`config.mk`:
```
export PLATFORM = sky130hd
export DESIGN_NAME = debounce_edge
export DESIGN_NICKNAME = d
export VERILOG_FILES = /design/src/rtl/debounce_edge_pkg.sv /design/src/rtl/debounce_edge_sync_2ff.sv /design/src/rtl/debounce_edge.sv
export SDC_FILE = /design/constraint.sdc
export NUM_CORES = 1
export LEC_CHECK = 0
export CORE_MARGIN = 10
export CORE_UTILIZATION = 55
export CTS_CLUSTER_DIAMETER = 150
export DETAILED_ROUTE_END_ITERATION = 8
export PLACE_DENSITY = 0.75
export SETUP_SLACK_MARGIN = 0.5
export SYNTH_ARGS = -nofsm -noshare
export SYNTH_HDL_FRONTEND = slang
export SYNTH_HIERARCHICAL = 1
export SYNTH_SLANG_ARGS = --single-unit
```
`constraint.sdc`:
```
create_clock -name clk -period 1.82 [get_ports clk]
set_input_delay 0.364 -clock clk [delete_from_list [all_inputs] [get_ports clk]]
set_output_delay 0.364 -clock clk [all_outputs]
set_load 0.05 [all_outputs]
```
`src/rtl/debounce_edge_pkg.sv`:
```
// Shared definitions for the debounce_edge slice: FSM state encoding.
package debounce_edge_pkg;

    typedef enum logic [1:0] {
        IDLE_LO = 2'd0,
        WAIT_HI = 2'd1,
        IDLE_HI = 2'd2,
        WAIT_LO = 2'd3
    } state_t;

endpackage

```
`src/rtl/debounce_edge_sync_2ff.sv`:
```
// Two-flop synchronizer with synchronous active-high reset.
module sync_2ff (
    input  logic clk,
    input  logic rst,
    input  logic Din,
    output logic Dout
);

    logic s1_q, s1_d;
    logic s2_q, s2_d;

    always_comb begin
        s1_d = Din;
        s2_d = s1_q;
    end

    always_ff @(posedge clk) begin
        if (rst) begin
            s1_q <= 1'b0;
            s2_q <= 1'b0;
        end else begin
            s1_q <= s1_d;
            s2_q <= s2_d;
        end
    end

    assign Dout = s2_q;

endmodule

```
`src/rtl/debounce_edge.sv`:
```
// Debouncer: synchronizes Din, accepts a new level after STABLE_CYCLES
// consecutive differing samples, and emits registered level plus edge pulses.
module debounce_edge
    import debounce_edge_pkg::*;
#(
    parameter int unsigned STABLE_CYCLES = 4,
    parameter int unsigned CNT_W         = 16
) (
    input  logic clk,
    input  logic rst,
    input  logic Din,
    output logic Dout,
    output logic rise,
    output logic fall
);

    localparam logic [CNT_W-1:0] CNT_ONE  = CNT_W'(1);
    localparam logic [CNT_W-1:0] CNT_LAST = CNT_W'(STABLE_CYCLES - 1);

    logic             sq;
    state_t           state_q, state_d;
    logic [CNT_W-1:0] cnt_q, cnt_d;
    logic             dout_q, dout_d;
    logic             rise_q, rise_d;
    logic             fall_q, fall_d;

    sync_2ff u_sync (
        .clk  (clk),
        .rst  (rst),
        .Din  (Din),
        .Dout (sq)
    );

    always_comb begin
        state_d = state_q;
        cnt_d   = cnt_q;
        dout_d  = dout_q;
        rise_d  = 1'b0;
        fall_d  = 1'b0;

        case (state_q)
            IDLE_LO: begin
                dout_d = 1'b0;
                if (sq) begin
                    state_d = WAIT_HI;
                    cnt_d   = CNT_ONE;
                end else begin
                    cnt_d   = '0;
                end
            end
            WAIT_HI: begin
                dout_d = 1'b0;
                if (!sq) begin
                    state_d = IDLE_LO;
                    cnt_d   = '0;
                end else if (cnt_q == CNT_LAST) begin
                    state_d = IDLE_HI;
                    dout_d  = 1'b1;
                    rise_d  = 1'b1;
                    cnt_d   = '0;
                end else begin
                    cnt_d   = cnt_q + CNT_ONE;
                end
            end
            IDLE_HI: begin
                dout_d = 1'b1;
                if (!sq) begin
                    state_d = WAIT_LO;
                    cnt_d   = CNT_ONE;
                end else begin
                    cnt_d   = '0;
                end
            end
            WAIT_LO: begin
                dout_d = 1'b1;
                if (sq) begin
                    state_d = IDLE_HI;
                    cnt_d   = '0;
                end else if (cnt_q == CNT_LAST) begin
                    state_d = IDLE_LO;
                    dout_d  = 1'b0;
                    fall_d  = 1'b1;
                    cnt_d   = '0;
                end else begin
                    cnt_d   = cnt_q + CNT_ONE;
                end
            end
            default: begin
                state_d = IDLE_LO;
                cnt_d   = '0;
                dout_d  = 1'b0;
            end
        endcase
    end

    always_ff @(posedge clk) begin
        if (rst) begin
            state_q <= IDLE_LO;
            cnt_q   <= '0;
            dout_q  <= 1'b0;
            rise_q  <= 1'b0;
            fall_q  <= 1'b0;
        end else begin
            state_q <= state_d;
            cnt_q   <= cnt_d;
            dout_q  <= dout_d;
            rise_q  <= rise_d;
            fall_q  <= fall_d;
        end
    end

    assign Dout = dout_q;
    assign rise = rise_q;
    assign fall = fall_q;

endmodule

```
Word-level counts from Yosys, hierarchy flattened
Index checks and enable logic that the tools add are counted.

word-level totals
  output and inout port bits = 3
  word-level logic and storage cells = 40
  input port bits = 3
  register bits after elaboration = 23

operators by class
  mux-type cells = 18
  equality and inequality tests = 8
  reduce and logical (&&, ||, !) cells = 4
  $add $sub $neg = 1
  bitwise gates (word level) = 2

operators with widths
  cell                                                                      number
  16-bit case mux with 4 select lines                                       1
  16-bit 2-to-1 mux                                                         3
  16-bit by 1-bit adder with 16-bit output (second input constant)          1
  16-bit by 2-bit equality test with 1-bit output (second input constant)   1
  2-bit 2-to-1 mux                                                          6
  2-bit case mux with 4 select lines                                        1
  1-bit 2-to-1 mux                                                          6
  2-bit equality test (second input constant)                               2
  1-bit case mux with 4 select lines                                        1
  4-bit AND reduction                                                       1
  3-bit by 2-bit inequality test with 1-bit output (second input constant)  1
  3-bit inequality test (second input constant)                             1
  3-bit OR reduction                                                        1
  2-bit by 1-bit equality test with 1-bit output (second input constant)    1
  2-bit zero test                                                           1
  2-bit by 1-bit inequality test with 1-bit output (second input constant)  1
  2-bit inequality test (second input constant)                             1
  1-bit NOT                                                                 2
  2-bit OR reduction                                                        1

Depth between registers and ports, before layout
  depth in word-level cells = 4
  gate-level depth with buffers = 6
  depth with buffers taken out = 5

Cells and area by module
Netlist, hierarchy kept.

by module, submodules not included
  module         cells each  instances  area an instance (um^2)  sequential area each (um^2)
  debounce_edge  98          1          909.6                    420.4
  sync_2ff       4           1          52.6                     40.0

Least setup slack after synthesis
No wires, ideal clock.

  path type = reg-to-reg
  start point = register cnt_q[0]
  end point = register cnt_q[15]
  clock period less this slack = 1460 ps
  stages on the path, launching flop included = 7
  required time = 1705 ps
  data arrival time = 1346 ps
  path slack = 360 ps
  library setup time = 115 ps
  path buffers = 1
  cell sequence = dfxtp_1 -> ha_1 -> nor4b_2 -> and4_1 -> nand3b_4 -> buf_6 -> nor2_1

between the ends
  word-level cells in the longest chain between the ends = 4
  elaborated cells on any way between the ends = 6
  classes of those cells = add/sub (1); eq/ne (1); mux (4)

RTL lines
  what                                                                                                         line                                      RTL
  from (decl)                                                                                                  debounce_edge.sv:22                       logic [CNT_W-1:0] cnt_q, cnt_d;
  from (signal assigned)                                                                                       debounce_edge.sv:105                      cnt_q <= cnt_d;
  16-bit by 1-bit adder with 16-bit output or 16-bit by 2-bit equality test with 1-bit output (tied branches)  --
  16-bit 2-to-1 mux *                                                                                          debounce_edge.sv:56, debounce_edge.sv:79
  16-bit 2-to-1 mux, on equally long branches                                                                  debounce_edge.sv:76, debounce_edge.sv:53
  16-bit case mux with 4 select lines *                                                                        debounce_edge.sv:41                       case (state_q)

Mark *: on every way between the ends. The rest lies on a longest branch, timed or not.
A chain may end at the register's enable or synchronous reset.

Worst setup path in the final report
  start point = register cnt_q[0]
  end point = register cnt_q[6]

Same word-level chain as after synthesis.

==> reports/qor.txt <==
Lkg Pwr: 0.000469 uW
global-route wire length before repair: 3500 um
Placement Cell Area: 1040 sq um
number of synthesized register bits: 23
Final #Nets: 120
CP required: 2.04 ns
crit share post-route: 74.5%
status: finished clean
row count: 15
area leader, netlist: dfxtp_1
diode count: 0
Post-Layout Inst Area: 1240 sq um
Final min period: 1.36 ns
I/O Pins: 6
Max H-tree Level: 1
ranking of synthesized cells by area: dfxtp_1 48%, xnor2_1 9.1%, nor2_1 6.2%
Port Buffer Count: 5
CP endpoint kind: register
Die X: 61.8 um
Die ar.: 3820 sq um
largest net degree at the start of global routing: 14
most common cell after layout, fill and taps aside: nor2_1
Area Overhead vs Synth: 28.6%
CP Data Arrival Time: 1.58 ns
clock buffer depth: 2
CP Cell Sequence: ha_4 -> nor4b_4 -> and4_4 -> nand3b_4 -> nor2_1
Worst Tran Pin Value: 0.319 ns
CP Launch Type: register
share of Yosys cell area claimed by the top area cell type: 47.9%
Avg WL per Cell: 15.7 um
grt ovf: 0
cts bufs inserted: 3
cell family with most CP delay: simple AND/OR/NAND/NOR gates
Max Freq: 738 MHz
crit-path max cell delay: 0.39 ns
Crit Path Category: register to register
HP Class: register to register
final HPWL from detailed placement: 1200 um
Iter 0 DRT Violations: 17
drt first pass iters: 4
post-route ant nets: 0
clk root buf: clkbuf_4
max_slew headroom: 78.5%
Avg Cell Area, Syn: 9.43 sq um
slowest CP cell: dfxtp_4
setup TNS: 0 ns
DIE HEIGHT: 61.8 um
final WL: 2080 um
Power, Total: 760 uW
CTS tree: built
Seq/Total Area, Yosys: 47.9%
CTS Sinks: 23
Core Area: 1690 sq um
share of cells above drive strength 1: 36.5%
unique cell type count in the Yosys netlist: 24
Syn Nets: 106
PD cells: 614 nW/um^2
gate count of the mapped netlist: 102
setup skew after layout: 0.00485 ns
most frequent cells in the layout: 14 x nor2_1, 11 x dfxtp_1, 10 x xnor2_1, 10 x dfxtp_2, 8 x buf_4
DR DRC count: 0
Final setup viols: 0
VDD IR max: 532 uV
CTS clk-pin slew, worst paths: 0.12 ns
Tot GR Track Use: 12.5%
Max Cap Viol: 0
Buffers & Inverters on Critical Path: 0
Placer Congestion: 0.765
worst-path fanout max: 8
final hold vios: 0
initial antenna violation count: 0
vias in the first global route: 780
Vias: 799
post-synthesis cell area: 962 sq um
Vias/cell: 6.05
hold buffer count at CTS: 0
fillcell total: 113
unrepaired setup endpoints after global routing: true
Min Hold Slack: 0.466 ns
Clk Latency, worst-skew pair: 0.32 ns
Syn. warnings: 6
Initial Utilization: 57.0%
max-slew violations: 0
[stage by stage]
stage / util [%] / setup WS (ns) / cells
after floorplan: - / 0.472 / 102
after global placement: 61.6 / 0.331 / 123
after detailed placement: 61.6 / 0.308 / 123
after CTS: 69.9 / 0.459 / 131
after global routing: 73.3 / 0.383 / 132
final: 73.3 / 0.465 / 132
[synth_stat cells]
cell      count
nand3b_4      1
nor4_1        6
o21ai_0       1
inv_1         2
nor2b_1       2
nand3_1       3
nand4_2       1
xor2_1        4
and2_1        2
nand3_2       1
clkbuf_2      1
nor3_1        7
nor2_1       16
dfxtp_1      23
ha_1          1
xnor2_1      10
nor4b_2       1
nor4b_1       1
nand2_1       6
buf_6         1
nand4_1       5
and4_1        2
a21oi_1       3
nand2b_1      2
[layout make-up]
cell class	instances	area, sq um	share of cell area, %
multi-input combinational	76	621	50.2
tap	17	21.3	1.72
clock inverter	1	5.00	0.404
clock buffer	3	22.5	1.82
inverter	2	7.51	0.607
timing repair buffer	10	80.1	6.47
sequential	23	480	38.8
[routing by layer]
layer / vias up / global-route usage (%) / wire length, um
met4: 0 / 9.24 / 80
li1: 388 / - / -
met1: 379 / 14.5 / 933
met2: 23 / 18.6 / 993
met3: 9 / 4.27 / 67
met5: - / 0 / 0
[flip-flops by register name, indices dropped and copies added (netlist names), named ones only]
register and count:
rise 1, Dout 1, state_q 1, fall 1, cnt_q 16, u_sync/Dout 1, u_sync/s1_q 1
[power breakdown]
group	switching [uW]	leakage, uW	total, uW	internal, uW
Clock	155	0.0000177	237	82.4
Sequential	2.96	0.000192	507	504
Combinational	6.73	0.000258	15.9	9.17
[path summary, 6_finish.rpt]
| path | start | to | slack [ns] | cells after the start |
|---|---|---|---|---|
| setup reg to reg | cnt_q[0] | cnt_q[6] | 0.46 | 5 |
| hold reg to reg | u_sync/s1_q | u_sync/Dout | 0.47 | 1 |
| setup / recovery | cnt_q[0] | cnt_q[6] | 0.46 | 5 |
| hold / removal | u_sync/s1_q | u_sync/Dout | 0.47 | 1 |
[timing repair]
| item | 4_1_cts | 5_1_grt |
|---|---|---|
| resized for setup | 17 | 13 |
| gates cloned | 1 | 0 |
| setup buffers | 3 | 1 |
| pin swaps | 10 | 7 |
| endpoints found under the setup margin | 19 | 21 |
[kinds of logic after synthesis]
group | count (synthesis) | synth area share [%]
flip-flops | 23 | 47.9
buffers and inverters | 4 | 2.47
AO/OA/AOI/OAI | 4 | 2.08
AND/OR/NAND/NOR | 56 | 33.5
adder cells (fa/ha/maj) | 1 | 1.30
XOR/XNOR | 14 | 12.7
Note: power is estimated with default switching activity, not from simulation.
==> patch: new RTL, same settings <==
Register the output `fall` once more, cleared by the reset; this adds one clock of latency there. The other outputs are not delayed to match.
--- a/src/rtl/debounce_edge.sv
+++ b/src/rtl/debounce_edge.sv
@@ -112,5 +112,11 @@
     assign Dout = dout_q;
     assign rise = rise_q;
-    assign fall = fall_q;
+    always_ff @(posedge clk) begin
+        if (rst) begin
+            fall <= '0;
+        end else begin
+            fall <= fall_q;
+        end
+    end
 
 endmodule
Function: no difference found for any inputs over 10 cycles, from zero or initial values and one cycle with rst high; that may be too few to reach the edited logic, so the function may still have changed.
==> patch against the original RTL <==
  * Utilization up 1.8 points
  * Synthesized cell count up 0.98%
  * Sequential cell count grew 1
  * Design area rose by 3.6%
  * Non-clock buffer count increased by 5
  * Clock power is 59% higher
  * Maximum frequency fell by 7.1%
  * Setup slack worse by 0.10 ns
  * Combinational power is 16% higher
  * Worst hold slack got worse by 0.010 ns
  * Routed wire length fell by 7.5%
  * Power rose by 21%
  * Area after synthesis grew 2.0%
  * Critical path type unchanged
  * Critical endpoint is now cnt_q[0]$_SDFF_PP0_
  * Largest cell class unchanged
  * Highest routed layer unchanged
==> patch: results (changes against the original RTL) <==
run status=finished, final reports clean; Clock Root Buffer=sky130_fd_sc_hd__clkbuf_4; initial drt markers=9 (-8); met3 Track Usage GR=2.15% (-2.1 points); Clock Skew=0.0115 ns (+0.00665 ns); remaining number of nets flagged by the antenna check after routing=0 (unchanged); antenna violations before repair=0 (unchanged); pre-CTS setup slack=0.257 ns (-0.0508 ns); Port Buffer Count=5 (unchanged); leading cell types by count after synthesis=24 x sky130_fd_sc_hd__dfxtp_1, 20 x sky130_fd_sc_hd__nor2_1, 11 x sky130_fd_sc_hd__xnor2_1; startpoint of the lowest-slack hold path=fall_q$_SDFF_PP0_; met2 Usage GRT=16.0% (-2.6 points); met1 track utilization from global routing=11.5% (-3.0 points); routed wire length=1920 um (-7.5%); Int Power=756 uW (+27%); depth of the worst register-to-register path=6 (+1); Worst Max-Slew Pin Slew=0.373 ns (+0.0539 ns); routability cong.=0.770 (+0.75%); endpoint with the worst hold slack=fall$_SDFF_PP0_; total placed instance area=1100 um2 (+5.5%); worst reg2reg endpoint=cnt_q[0]$_SDFF_PP0_; hpwl dp=1220 um (+1.2%); Worst path max stage delay=0.39 ns (about the same); Total Nets Final=125 (+4.2%); ratio of cells with drive above 1 in the final layout=31.7% (-4.9 points); Yosys cell types=25 (+4.2%); global-route total usage across every layer=9.53% (-3.0 points); reg-to-reg setup timing slack=0.36 ns (-0.10 ns); nets in the synthesized netlist=107 (+0.94%); clk slew on worst S/H paths=0.14 ns (+0.02 ns); VDD IR max=0.000641 V (+21%); wire length of the first global-routing pass=3150 um (-9.9%); vias in the first global route=736 (-5.6%); portion of the post-synthesis area used by sequential elements=49.0% (+1.1 points); starting density of the core=57.4% (+0.47 points); maximum fanout encountered on the critical timing path=4 (-4); maximum number of pins on one net before global-route repair=16 (+2); leakage component of the power=0.000420 uW (-10%); number of vias in the routed layout=774 (-3.1%); worst endpoint data arrival time=1.67 ns (+0.09 ns); ys async rst share=0% (unchanged); cells taking the most area after synthesis=sky130_fd_sc_hd__dfxtp_1 49%, sky130_fd_sc_hd__xnor2_1 9.8%, sky130_fd_sc_hd__nor2_1 7.7%; H-tree levels=1 (unchanged)
patch: power by group through the flow:
stage / Clock (uW) / Combinational, uW / Sequential (uW)
after floorplan: 0 / 4.90 / 540
after global placement: 0 / 13.1 / 540
after detailed placement: 0 / 13.6 / 540
after CTS: 387 / 16.6 / 525
after global routing: 405 / 19.9 / 527
final: 378 / 18.5 / 526
patch: critical path, delay by kind of cell (launching register included):
| kind | cells | cell delay [ns] |
|---|---|---|
| adder cells (fa/ha/maj) | 1 | 0.15 |
| AND/OR/NAND/NOR | 3 | 0.54 |
| AO/OA/AOI/OAI | 1 | 0.12 |
| buffers and inverters | 1 | 0.16 |
| flip-flops | 1 | 0.39 |
patch: how the worst max path moves through the flow:
| stage | start | to | slack (ns) | cells past startpoint |
|---|---|---|---|---|
| global placement | cnt_q[9]$_SDFF_PP0_ | cnt_q[0]$_SDFF_PP0_ | 0.31 | 4 |
| finish | cnt_q[0]$_SDFF_PP0_ | cnt_q[0]$_SDFF_PP0_ | 0.36 | 6 |
| detailed placement | cnt_q[2]$_SDFF_PP0_ | cnt_q[15]$_SDFF_PP0_ | 0.26 | 4 |
| global route | cnt_q[1]$_SDFF_PP0_ | cnt_q[0]$_SDFF_PP0_ | 0.27 | 6 |
| CTS | cnt_q[0]$_SDFF_PP0_ | cnt_q[0]$_SDFF_PP0_ | 0.33 | 5 |
| floorplan | cnt_q[0]$_SDFF_PP0_ | cnt_q[0]$_SDFF_PP0_ | 0.48 | 5 |
patch: routing by layer:
layer,share of wire (%),up-vias
met1,47,370
met2,48,6
met3,2.0,4
li1,-,394
met4,2.0,0
met5,0,-
patch: cells by family after synthesis:
family / after synthesis / synth area share, %
AND/OR/NAND/NOR: 55 / 31.1
XOR/XNOR: 14 / 12.5
flip-flops: 24 / 49.0
AO/OA/AOI/OAI: 3 / 2.04
adder cells (fa/ha/maj): 1 / 1.28
multiplexers: 1 / 1.02
buffers and inverters: 5 / 3.06
patch: layout make-up:
cell class,instances,area [um2]
Tap cell,25,31.3
Clock inverter,1,30.0
Inverter,3,11.3
Clock buffer,3,22.5
Multi-Input combinational cell,74,556
Sequential cell,24,503
Timing Repair Buffer,15,129
Fill cell,107,425
patch: what timing repair did:
action / in CTS / in global routing
resized for setup: 8 / 9
endpoints found under the setup margin: 21 / 21
pin swaps: 3 / 7
buffers inserted: 4 / 5
patch: through the flow:
stage,hold slack [ns],util [%],instances
6_report,0.456,75.1,145
5_1_grt,0.471,75.1,145
4_1_cts,0.459,70.8,140
3_5_place_dp,0.430,64.3,132
3_3_place_gp,0.420,64.3,132
2_1_floorplan,0.414,-,103
